### src/rtl/switch_debouncer.sv
// switch_debouncer: synchronizes raw switch inputs and accepts a level change only
// after it has held stable for STABLE_CYCLES clocks, emitting one-cycle rise/fall pulses.
module switch_debouncer #(
   parameter int N             = 4,
   parameter int STABLE_CYCLES = 240000
) (
   input  logic         clk,
   input  logic         reset_n,
   input  logic [N-1:0] s_raw,
   output logic [N-1:0] s_db,
   output logic [N-1:0] rise,
   output logic [N-1:0] fall
);
   localparam int CNT_W = $clog2(STABLE_CYCLES + 1);
   localparam logic [CNT_W-1:0] LAST = CNT_W'(STABLE_CYCLES - 1);
   typedef enum logic {STABLE, PENDING} state_t;
   logic [N-1:0] sync1, sync2;
   always_ff @(posedge clk or negedge reset_n) begin
      if (!reset_n) begin
         sync1 <= '0;
         sync2 <= '0;
      end else begin
         sync1 <= s_raw;
         sync2 <= sync1;
      end
   end
   for (genvar i = 0; i < N; i++) begin : g_ch
      state_t st, st_nx;
      logic [CNT_W-1:0] cnt, cnt_nx;
      logic db_q, rise_q, fall_q, mis, acc;
      always_ff @(posedge clk or negedge reset_n) begin
         if (!reset_n) begin
            st     <= STABLE;
            cnt    <= '0;
            db_q   <= 1'b0;
            rise_q <= 1'b0;
            fall_q <= 1'b0;
         end else begin
            st     <= st_nx;
            cnt    <= cnt_nx;
            db_q   <= acc ? sync2[i] : db_q;
            rise_q <= acc & sync2[i];
            fall_q <= acc & ~sync2[i];
         end
      end
      // a bounce back to the accepted level forfeits all progress
      always_comb begin
         st_nx  = (mis && !acc) ? PENDING : STABLE;
         cnt_nx = (mis && !acc) ? cnt + 1'b1 : '0;
      end
      // in STABLE the counter is zero, so only a one-cycle threshold accepts at once
      always_comb begin
         mis = sync2[i] ^ db_q;
         acc = mis && ((st == STABLE) ? (STABLE_CYCLES == 1) : (cnt == LAST));
      end
      assign s_db[i] = db_q;
      assign rise[i] = rise_q;
      assign fall[i] = fall_q;
   end
endmodule

### config.mk
export PLATFORM = sky130hd
export DESIGN_NAME = switch_debouncer
export DESIGN_NICKNAME = d
export VERILOG_FILES = /design/src/rtl/switch_debouncer.sv
export SDC_FILE = /design/constraint.sdc
export NUM_CORES = 1
export LEC_CHECK = 0
export BUFFER_PORTS_ARGS = -buffer_cell sky130_fd_sc_hd__buf_2
export CAP_MARGIN = 20
export CORE_ASPECT_RATIO = 0.9
export CORE_MARGIN = 3
export CORE_UTILIZATION = 35
export CTS_CLUSTER_SIZE = 10
export DETAILED_ROUTE_END_ITERATION = 12
export PLACE_DENSITY_LB_ADDON = 0.25
export SYNTH_ARGS = -nofsm -noshare
export SYNTH_HDL_FRONTEND = slang
export SYNTH_SLANG_ARGS = --single-unit
### constraint.sdc
create_clock -name clk -period 4.4 [get_ports clk]
set_input_delay 1.1 -clock clk [delete_from_list [all_inputs] [get_ports clk]]
set_output_delay 1.1 -clock clk [all_outputs]
set_load 0.02 [all_outputs]
; Yosys cells after proc, flatten, opt, wreduce, memory -nomap -nowiden
; Cells that the tools add are included.
[totals]
reg_bits = 96
out_inout_bits = 12
[op_classes]
add_sub_neg = 4
n_eq_ne = 4
n_mux = 12
bitwise = 16
reduce_logical = 12
[op_table]
columns = cell, n
row1 = "adder 18 x 1 -> 18 bit, second input constant", 4
row2 = "equality test 18 bit, second input constant", 4
row3 = two-way mux 18 bit, 4
row4 = AND 1 bit, 8
row5 = logical AND 1 bit, 8
row6 = two-way mux 1 bit, 8
row7 = logical NOT 1 bit, 4
row8 = inverter 1 bit, 4
row9 = bitwise XOR 1 bit, 4

; Logic depth before layout (Yosys ltp)
; Gate-level depths: netlist (run 1).
[logic_depth]
depth_word = 6
ltp_mapped = 7
depth_no_buf = 5

; Worst setup path after synthesis (run 1)
; Ideal clock, no wire load.
[synth_timing]
path_type = reg-to-reg
start = reg g_ch[1].cnt[14]
end = reg g_ch[1].db_q
setup_ns = 0.125
t_arrival_ns = 1.736
setup_slack_ns = 2.539
path_stages_with_launch = 5
path_buffers = 0
path_cell_list = dfrtp_1 nand4b_1 or4_4 or3_4 mux2_4
[synth_between]
elab_chain_cells = 3
[synth_lines]
columns = element, line
row1 = from (decl), 29  ; logic [CNT_W-1:0] cnt, cnt_nx;
row2 = from (signal assigned), 40  ; cnt <= cnt_nx;
row3 = equality test 18 bit, 54  ; acc = mis && ((st == STABLE) ? (STABLE_CYCLES == 1) : (cnt == LAST));
row4 = two-way mux 1 bit, 54
row5 = logical AND 1 bit, 54
row6 = to (signal assigned), 41  ; db_q <= acc ? sync2[i] : db_q;
row7 = to (decl), 30  ; logic db_q, rise_q, fall_q, mis, acc;
; No other way between the ends.
; A chain may end at the register's enable or synchronous reset.

; Final worst setup path (run 1)
[layout_timing]
start = reg g_ch[0].db_q
end = out s_db[0]
[layout_lines]
columns = element, line
row1 = from (decl), 30
row2 = from (signal assigned), 41
row3 = to (decl), 10  ; output logic [N-1:0] s_db,
; No word-level cell between the ends.

==> results of run 1 <==
## final cells by class
type | instances | area, um^2 | share of cell area, %
Timing Repair Buffer | 20 | 114 | 2.29
Sequential cell | 96 | 2400 | 48.4
Clock buffer | 9 | 225 | 4.54
Inverter | 16 | 60.1 | 1.21
Clock inverter | 7 | 55.1 | 1.11
Multi-Input combinational cell | 307 | 1910 | 38.4
Tap cell | 160 | 200 | 4.03
## per-layer routing
layer  wire, um  part of all wire [%]  vias to the layer above
li1           -                     -                     1551
met1       4220                    52                     1471
met2       3460                    42                       52
met3        359                   4.4                        9
met4        111                   1.4                        0
met5          0                     0                        -
## worst paths after layout
path                              endpoint  slack [ns]  cells past startpoint
setup / recovery                   s_db[0]        2.31                      1
hold / removal                    sync2[3]        0.35                      0
setup reg to reg           g_ch[1].cnt[15]        2.35                      5
hold reg to reg                   sync2[3]        0.35                      0
max in group asynchronous   g_ch[3].cnt[3]        2.92                      2
min in group asynchronous   g_ch[0].cnt[9]        0.72                      1
## kinds of logic (layout without fill, tap and decap cells)
| kind of cell | Yosys count | count (layout) |
|---|---|---|
| fa+ha+maj | 4 | 4 |
| buf+inv | 36 | 52 |
| flops | 96 | 96 |
| simple gates | 214 | 214 |
| xor+xnor | 54 | 54 |
| compound gates | 31 | 31 |
| mux | 4 | 4 |
## Yosys cell counts, types with 2 or more instances
cell type | instances | area share [%]
ha_1 | 4 | 1.1
nor3b_1 | 8 | 1.3
or3_1 | 5 | 0.70
or2_2 | 2 | 0.28
o21ai_0 | 5 | 0.56
nand3_1 | 28 | 3.1
and3_1 | 10 | 1.4
mux2_2 | 3 | 0.75
or4_1 | 6 | 1.0
a21oi_1 | 15 | 1.7
xnor2_1 | 34 | 6.6
clkbuf_1 | 3 | 0.25
nand2_1 | 28 | 2.3
inv_1 | 16 | 1.3
dfrtp_1 | 96 | 53
and4_1 | 5 | 0.97
a31o_2 | 3 | 0.58
nand3b_1 | 3 | 0.50
nor4_1 | 16 | 2.2
buf_2 | 3 | 0.33
nand4_1 | 21 | 2.9
o31ai_1 | 4 | 0.67
xor2_1 | 20 | 3.9
nand4b_1 | 4 | 0.78
buf_4 | 13 | 2.2
nor2_1 | 64 | 5.3
nor3_1 | 8 | 0.89
## through the flow
step	std cells	hold WS, ns
after detailed placement	599	0.339
final	615	0.352
after CTS	615	0.354
after global routing	615	0.366
after floorplan	439	0.331
after global placement	598	0.338
## state kept, by name (all words and copies together) (netlist names)
register     cells
g_ch.cnt        72
g_ch.rise_q      4
g_ch.fall_q      4
sync1            4
g_ch.db_q        4
g_ch.st          4
sync2            4
## where the power goes
group / switching [mW] / total (mW) / internal (mW)
Clock: 0.346 / 0.736 / 0.390
Sequential: 0.0143 / 0.911 / 0.897
Combinational: 0.0364 / 0.0528 / 0.0164
Total: 0.397 / 1.70 / 1.30
==> results.sh, run 1 <==
export IMPL_synth_seq_cells=96
export IMPL_synth_top_family_by_area="simple AND/OR/NAND/NOR gates"
export IMPL_period_needed_ns=2.09
export IMPL_wl_per_cell_um=13.3
export IMPL_fp_dieH_um=114
export IMPL_io_pins=18
export IMPL_slowest_stage="dfrtp_1"
export IMPL_placed_area_um2=4680
export IMPL_drive_above_1_share_pct=11.4
export IMPL_layout_common_cells="dfrtp_1 (96), nor2_1 (64), xnor2_1 (34), nand2_1 (28), nand3_1 (28)"
export IMPL_synthCells=439
export IMPL_drv_slew=0
export IMPL_synth_compound_area_share_pct=4.65
export IMPL_cap_violations=0
export IMPL_fin_area_um2=4960
export IMPL_synthSimpleGateAreaFrac_pct=25.0
export IMPL_setup_viol=0
export IMPL_postRouteAntennaNets=0
export IMPL_initial_core_util_pct=36.5
export IMPL_clock_path_buffers=2
export IMPL_dieArea_um2=14200
export IMPL_p_leak_nw=2.02
export IMPL_worstReg2RegStart="g_ch[1].cnt[0]"
export IMPL_hp_start="sync1[3]"
export IMPL_tightestPinTransition_ns=0.718
export IMPL_cp_num_buf_inv=1
export IMPL_final_common_cell="dfrtp_1"
export IMPL_synth_xor_area_share_pct=10.5
export IMPL_grtUsageTotal_pct=12.3
export IMPL_tritoncts="yes"
export IMPL_post_cts_buffers=0
export IMPL_critPathTopFamily="flip-flops"
export IMPL_die_x_um=125
export IMPL_cts_resized=0
export IMPL_synth_edf_count=0
export IMPL_cts_root_buf="clkbuf_16"
export IMPL_worstPathCellList="buf_2"
export IMPL_area_growth_pct=10.4
export IMPL_path_max_fanout=6
export IMPL_critical_path_class="flop to primary output"
export IMPL_overflow=0
export IMPL_cts_sinks=96
export IMPL_cts_made_buffers=9
export IMPL_peakVddDrop_v=0.000164
export IMPL_grtUsageMet3_pct=3.65
export IMPL_grt_pass1_vias=3012
export IMPL_rows=38
export IMPL_drt_wl_total_um=8150
export IMPL_final_util_pct=40.3
export IMPL_timing_final_ws_setup_ns=2.31
export IMPL_fin_nets=460
export IMPL_grt_max_degree=42
export IMPL_crit_required_ns=3.30
export IMPL_synth_async_reset_ratio_pct=100
export IMPL_htreeDepth=3
export IMPL_relSlewSlack_pct=52.1
export IMPL_antenna_found_initial=0
export IMPL_status="complete, no violations"
export IMPL_ys_seq_area_share_pct=53.4
export IMPL_grt_pass1_wl_um=14400
export IMPL_avgSynthCellArea_um2=10.2
export IMPL_start_kind="flop"
export IMPL_use_met1_pct=17.4
export IMPL_drt_first_pass_iters=4
export IMPL_cts_hold_buffers_added=0
export IMPL_drc=0
export IMPL_dp_slack_ns=2.32
export IMPL_vias_per_cell=5.01
export IMPL_syn_num_nets=449
export IMPL_syn_cell_area_um2=4500
export IMPL_setup_tns_ns=0
export IMPL_place_gp_congestion=0.784
export IMPL_met2_usage_pct=18.2
export IMPL_end_kind="primary output"
export IMPL_fin_crit_sh_pct=47.5
export IMPL_core_area_um2=12300
export IMPL_grt_setup_unrepaired="false"
export IMPL_synth_fa_ha_area_share_pct=1.11
export IMPL_synthDistinctLibCells=39
export IMPL_p_per_area_nw_per_um2=343
export IMPL_busiest_layer="met2"
export IMPL_via_count=3083
export IMPL_fill_cells=1203
export IMPL_hpwl_um=5660
export IMPL_fmax_mhz=479
export IMPL_finalPower_mw=1.70
export IMPL_yosys_warnings=0
export IMPL_num_antenna_cells=0
export IMPL_hold_path_class="flop to flop"
export IMPL_dr_first_iter_drc_count=224
export IMPL_clk_pin_slew_worst_paths_ns=0.07
export IMPL_critical_path_max_stage_delay_ns=0.44
export IMPL_startpoint="g_ch[0].db_q"
export IMPL_cp_data_arrival_time_ns=0.99
export IMPL_hold_violations=0
export IMPL_clock_skew_ns=0.00549
export IMPL_clock_latency_ns=0.34
export IMPL_synthMuxAreaShare_pct=1.09
export IMPL_synth_ff_type="dfrtp_1"
export IMPL_port_buffer_count=17
(Power assumes the default switching activity.)
==> inputs of run 2 (changes only) <==
Settings changed: ABC_AREA set to 1.
Clock period 4.4 ns to 1.7 ns, I/O delays scaled along.
==> run 2 against run 1 <==
Sequential power grew to 2.6 times the previous value. Count of clock-buffer cells in the layout grew 3. Setup slack lost 2.2 ns. Sequential cell count is the same. Synthesized area grew 13%. Combinational power grew to 2.9 times the previous value. Critical path type is now flop to flop. Largest cell class unchanged. Largest power group unchanged. Highest routed layer unchanged.
==> results.sh, run 2 <==
export IMPL_place_gp_congestion=0.911
export IMPL_cts_sinks=96
export IMPL_hold_path_class="primary input to async pin"
export IMPL_synth_async_reset_ratio_pct=100
export IMPL_num_antenna_cells=0
export IMPL_cts_root_buf="clkbuf_16"
export IMPL_grt_pass1_wl_um=17700
export IMPL_synth_most_common_cell="nor2_1"
export IMPL_final_common_cell="nor2_1"
export IMPL_core_area_um2=14200
export IMPL_end_kind="flop"
export IMPL_setup_tns_ns=0
export IMPL_largest_reg_flops=72
export IMPL_r2r_slack_ns=0.16
export IMPL_postRouteAntennaNets=0
export IMPL_relSlewSlack_pct=73.8
export IMPL_synth_seq_cells=96
export IMPL_drc=0
export IMPL_synthTopCellsByArea="dfrtp_1 (47%), nor2_1 (12%), nand2_1 (11%)"
export IMPL_p_per_area_nw_per_um2=820
export IMPL_initial_core_util_pct=36.0
export IMPL_vias_per_cell=4.61
export IMPL_holdWs_ns=0.0525
export IMPL_crit_required_ns=1.93
export IMPL_cts_made_buffers=9
export IMPL_tightestPinTransition_ns=0.392
export IMPL_clock_path_buffers=2
export IMPL_htreeDepth=3
export IMPL_synth_ff_type="dfrtp_1"
export IMPL_overflow=0
export IMPL_drt_wl_total_um=9950
export IMPL_synth_common_cells="nor2_1 (165), nand2_1 (156), dfrtp_1 (96)"
export IMPL_cap_violations=0
export IMPL_layout_common_cells="nor2_1 (165), nand2_1 (156), dfrtp_1 (96), inv_1 (66), nand3_1 (41)"
export IMPL_yosys_area_top_type_share_pct=47.1
export IMPL_tritoncts="yes"
export IMPL_fin_crit_sh_pct=90.8
export IMPL_clock_latency_ns=0.35
export IMPL_antenna_found_initial=0
export IMPL_crit_top_cell="nor2_1"
export IMPL_synth_top_area_cell="dfrtp_1"
export IMPL_dieArea_um2=16100
export IMPL_avgSynthCellArea_um2=7.81
export IMPL_p_leak_nw=2.43
export IMPL_port_buffer_count=17
export IMPL_reg2reg_to="g_ch[0].cnt[10]"
export IMPL_critPathTopFamily="simple AND/OR/NAND/NOR gates"
export IMPL_clk_pin_slew_worst_paths_ns=0.06
export IMPL_grtUsageTotal_pct=13.4
export IMPL_syn_cell_area_um2=5100
export IMPL_critical_path_max_stage_delay_ns=0.43
export IMPL_synth_edf_count=0
export IMPL_critical_path_class="flop to flop"
export IMPL_status="complete, no violations"
export IMPL_synthDistinctLibCells=24
export IMPL_die_x_um=133
export IMPL_fmax_mhz=648
export IMPL_drt_first_pass_iters=4
export IMPL_worstPathCellList="ha_1, nand3_2, nor2_1, nand4_1, nand2_4, nor2_1"
export IMPL_peakVddDrop_v=0.000574
export IMPL_setup_viol=0
export IMPL_worstReg2RegStart="g_ch[0].cnt[0]"
export IMPL_io_pins=18
export IMPL_synthCells=653
export IMPL_hold_violations=0
export IMPL_cp_data_arrival_time_ns=1.78
export IMPL_grt_setup_unrepaired="false"
export IMPL_post_cts_buffers=0
export IMPL_clock_skew_ns=0.00411
export IMPL_rr_worst_depth=6
export IMPL_cp_num_buf_inv=0
export IMPL_dp_slack_ns=0.0747
export IMPL_area_growth_pct=11.0
export IMPL_ys_seq_area_share_pct=47.1
export IMPL_fin_nets=677
export IMPL_start_kind="flop"
export IMPL_syn_num_nets=663
export IMPL_grt_max_degree=52
export IMPL_fp_dieH_um=121
export IMPL_hpwl_um=7240
export IMPL_wl_per_cell_um=11.5
export IMPL_drive_above_1_share_pct=9.08
export IMPL_yosys_warnings=0
export IMPL_top_register="g_ch.cnt"
export IMPL_drv_slew=0
export IMPL_cts_hold_buffers_added=0
export IMPL_via_count=3988
export IMPL_dr_first_iter_drc_count=294
export IMPL_finalPower_mw=4.65
export IMPL_path_max_fanout=19
export IMPL_slowest_stage="dfrtp_1"
export IMPL_timing_final_ws_setup_ns=0.156
export IMPL_rows=41
export IMPL_period_needed_ns=1.54
export IMPL_grt_pass1_vias=3920
run 2: cell count changes after synthesis, sizes merged, moves of 16 or more:
cell and change:
nand3 +19, nor4 -16, nor2 +107, xnor2 -24
inv +52, nand2 +136
run 2: repair_timing:
action                                  CTS  global route
resized for setup                         0             2
endpoints found under the hold margin     0             0
endpoints found under the setup margin    0            38
run 2: per-stage QoR:
step	cells	cell area, um^2	utilization, %
after global placement	849	5340	37.7
after global routing	865	5660	40.0
after CTS	865	5650	39.9
final	865	5660	40.0
after floorplan	653	5100	-
after detailed placement	849	5340	37.7
run 2: cells by family after synthesis:
| group | after synthesis | synth area share [%] |
|---|---|---|
| AO/OA/AOI/OAI | 9 | 1.28 |
| XOR/XNOR | 41 | 7.04 |
| adder cells (fa/ha/maj) | 4 | 0.981 |
| buffers and inverters | 84 | 7.65 |
| flip-flops | 96 | 47.1 |
| AND/OR/NAND/NOR | 419 | 36.0 |
run 2: worst reg2reg max path: stages, from the launching register on:
cell and delay, ns:
dfrtp_1 0.43, ha_1 0.29, nand3_2 0.12, nor2_1 0.11, nand4_1 0.16, nand2_4 0.23
nor2_1 0.09
run 2: layout make-up:
cell class | instances | area (um^2)
fillers | 1474 | 8490
clock buffers | 12 | 267
well taps | 193 | 241
flip-flops and latches | 96 | 2400
multi-input cells | 473 | 2320
clock inverters | 4 | 51.3
inverters | 68 | 255
repair buffers | 19 | 128
run 2: where the power goes:
part	total [mW]	internal, mW	switching [mW]
Clock	2.13	1.26	0.871
Sequential	2.36	2.32	0.0366
Combinational	0.155	0.0470	0.108
Total	4.65	3.63	1.02
run 2: metal layers:
layer	routed length, um	global-route usage, %	vias up
met5	0	0	-
met3	303	3.83	14
li1	-	-	2040
met2	4550	20.8	49
met4	181	5.46	0
met1	4920	17.6	1885
run 2: how the worst max path moves through the flow:
stage,depth (start not counted),slack [ns],to,startpoint
after floorplan,7,0.31,g_ch[0].cnt[6],g_ch[0].cnt[0]
after global placement,6,0.15,g_ch[1].cnt[17],g_ch[1].cnt[0]
after detailed placement,6,0.07,g_ch[1].cnt[11],g_ch[1].cnt[0]
after CTS,6,0.06,g_ch[1].cnt[15],g_ch[1].cnt[0]
after global routing,6,0.002,g_ch[3].cnt[17],g_ch[3].cnt[0]
final,6,0.16,g_ch[0].cnt[10],g_ch[0].cnt[0]
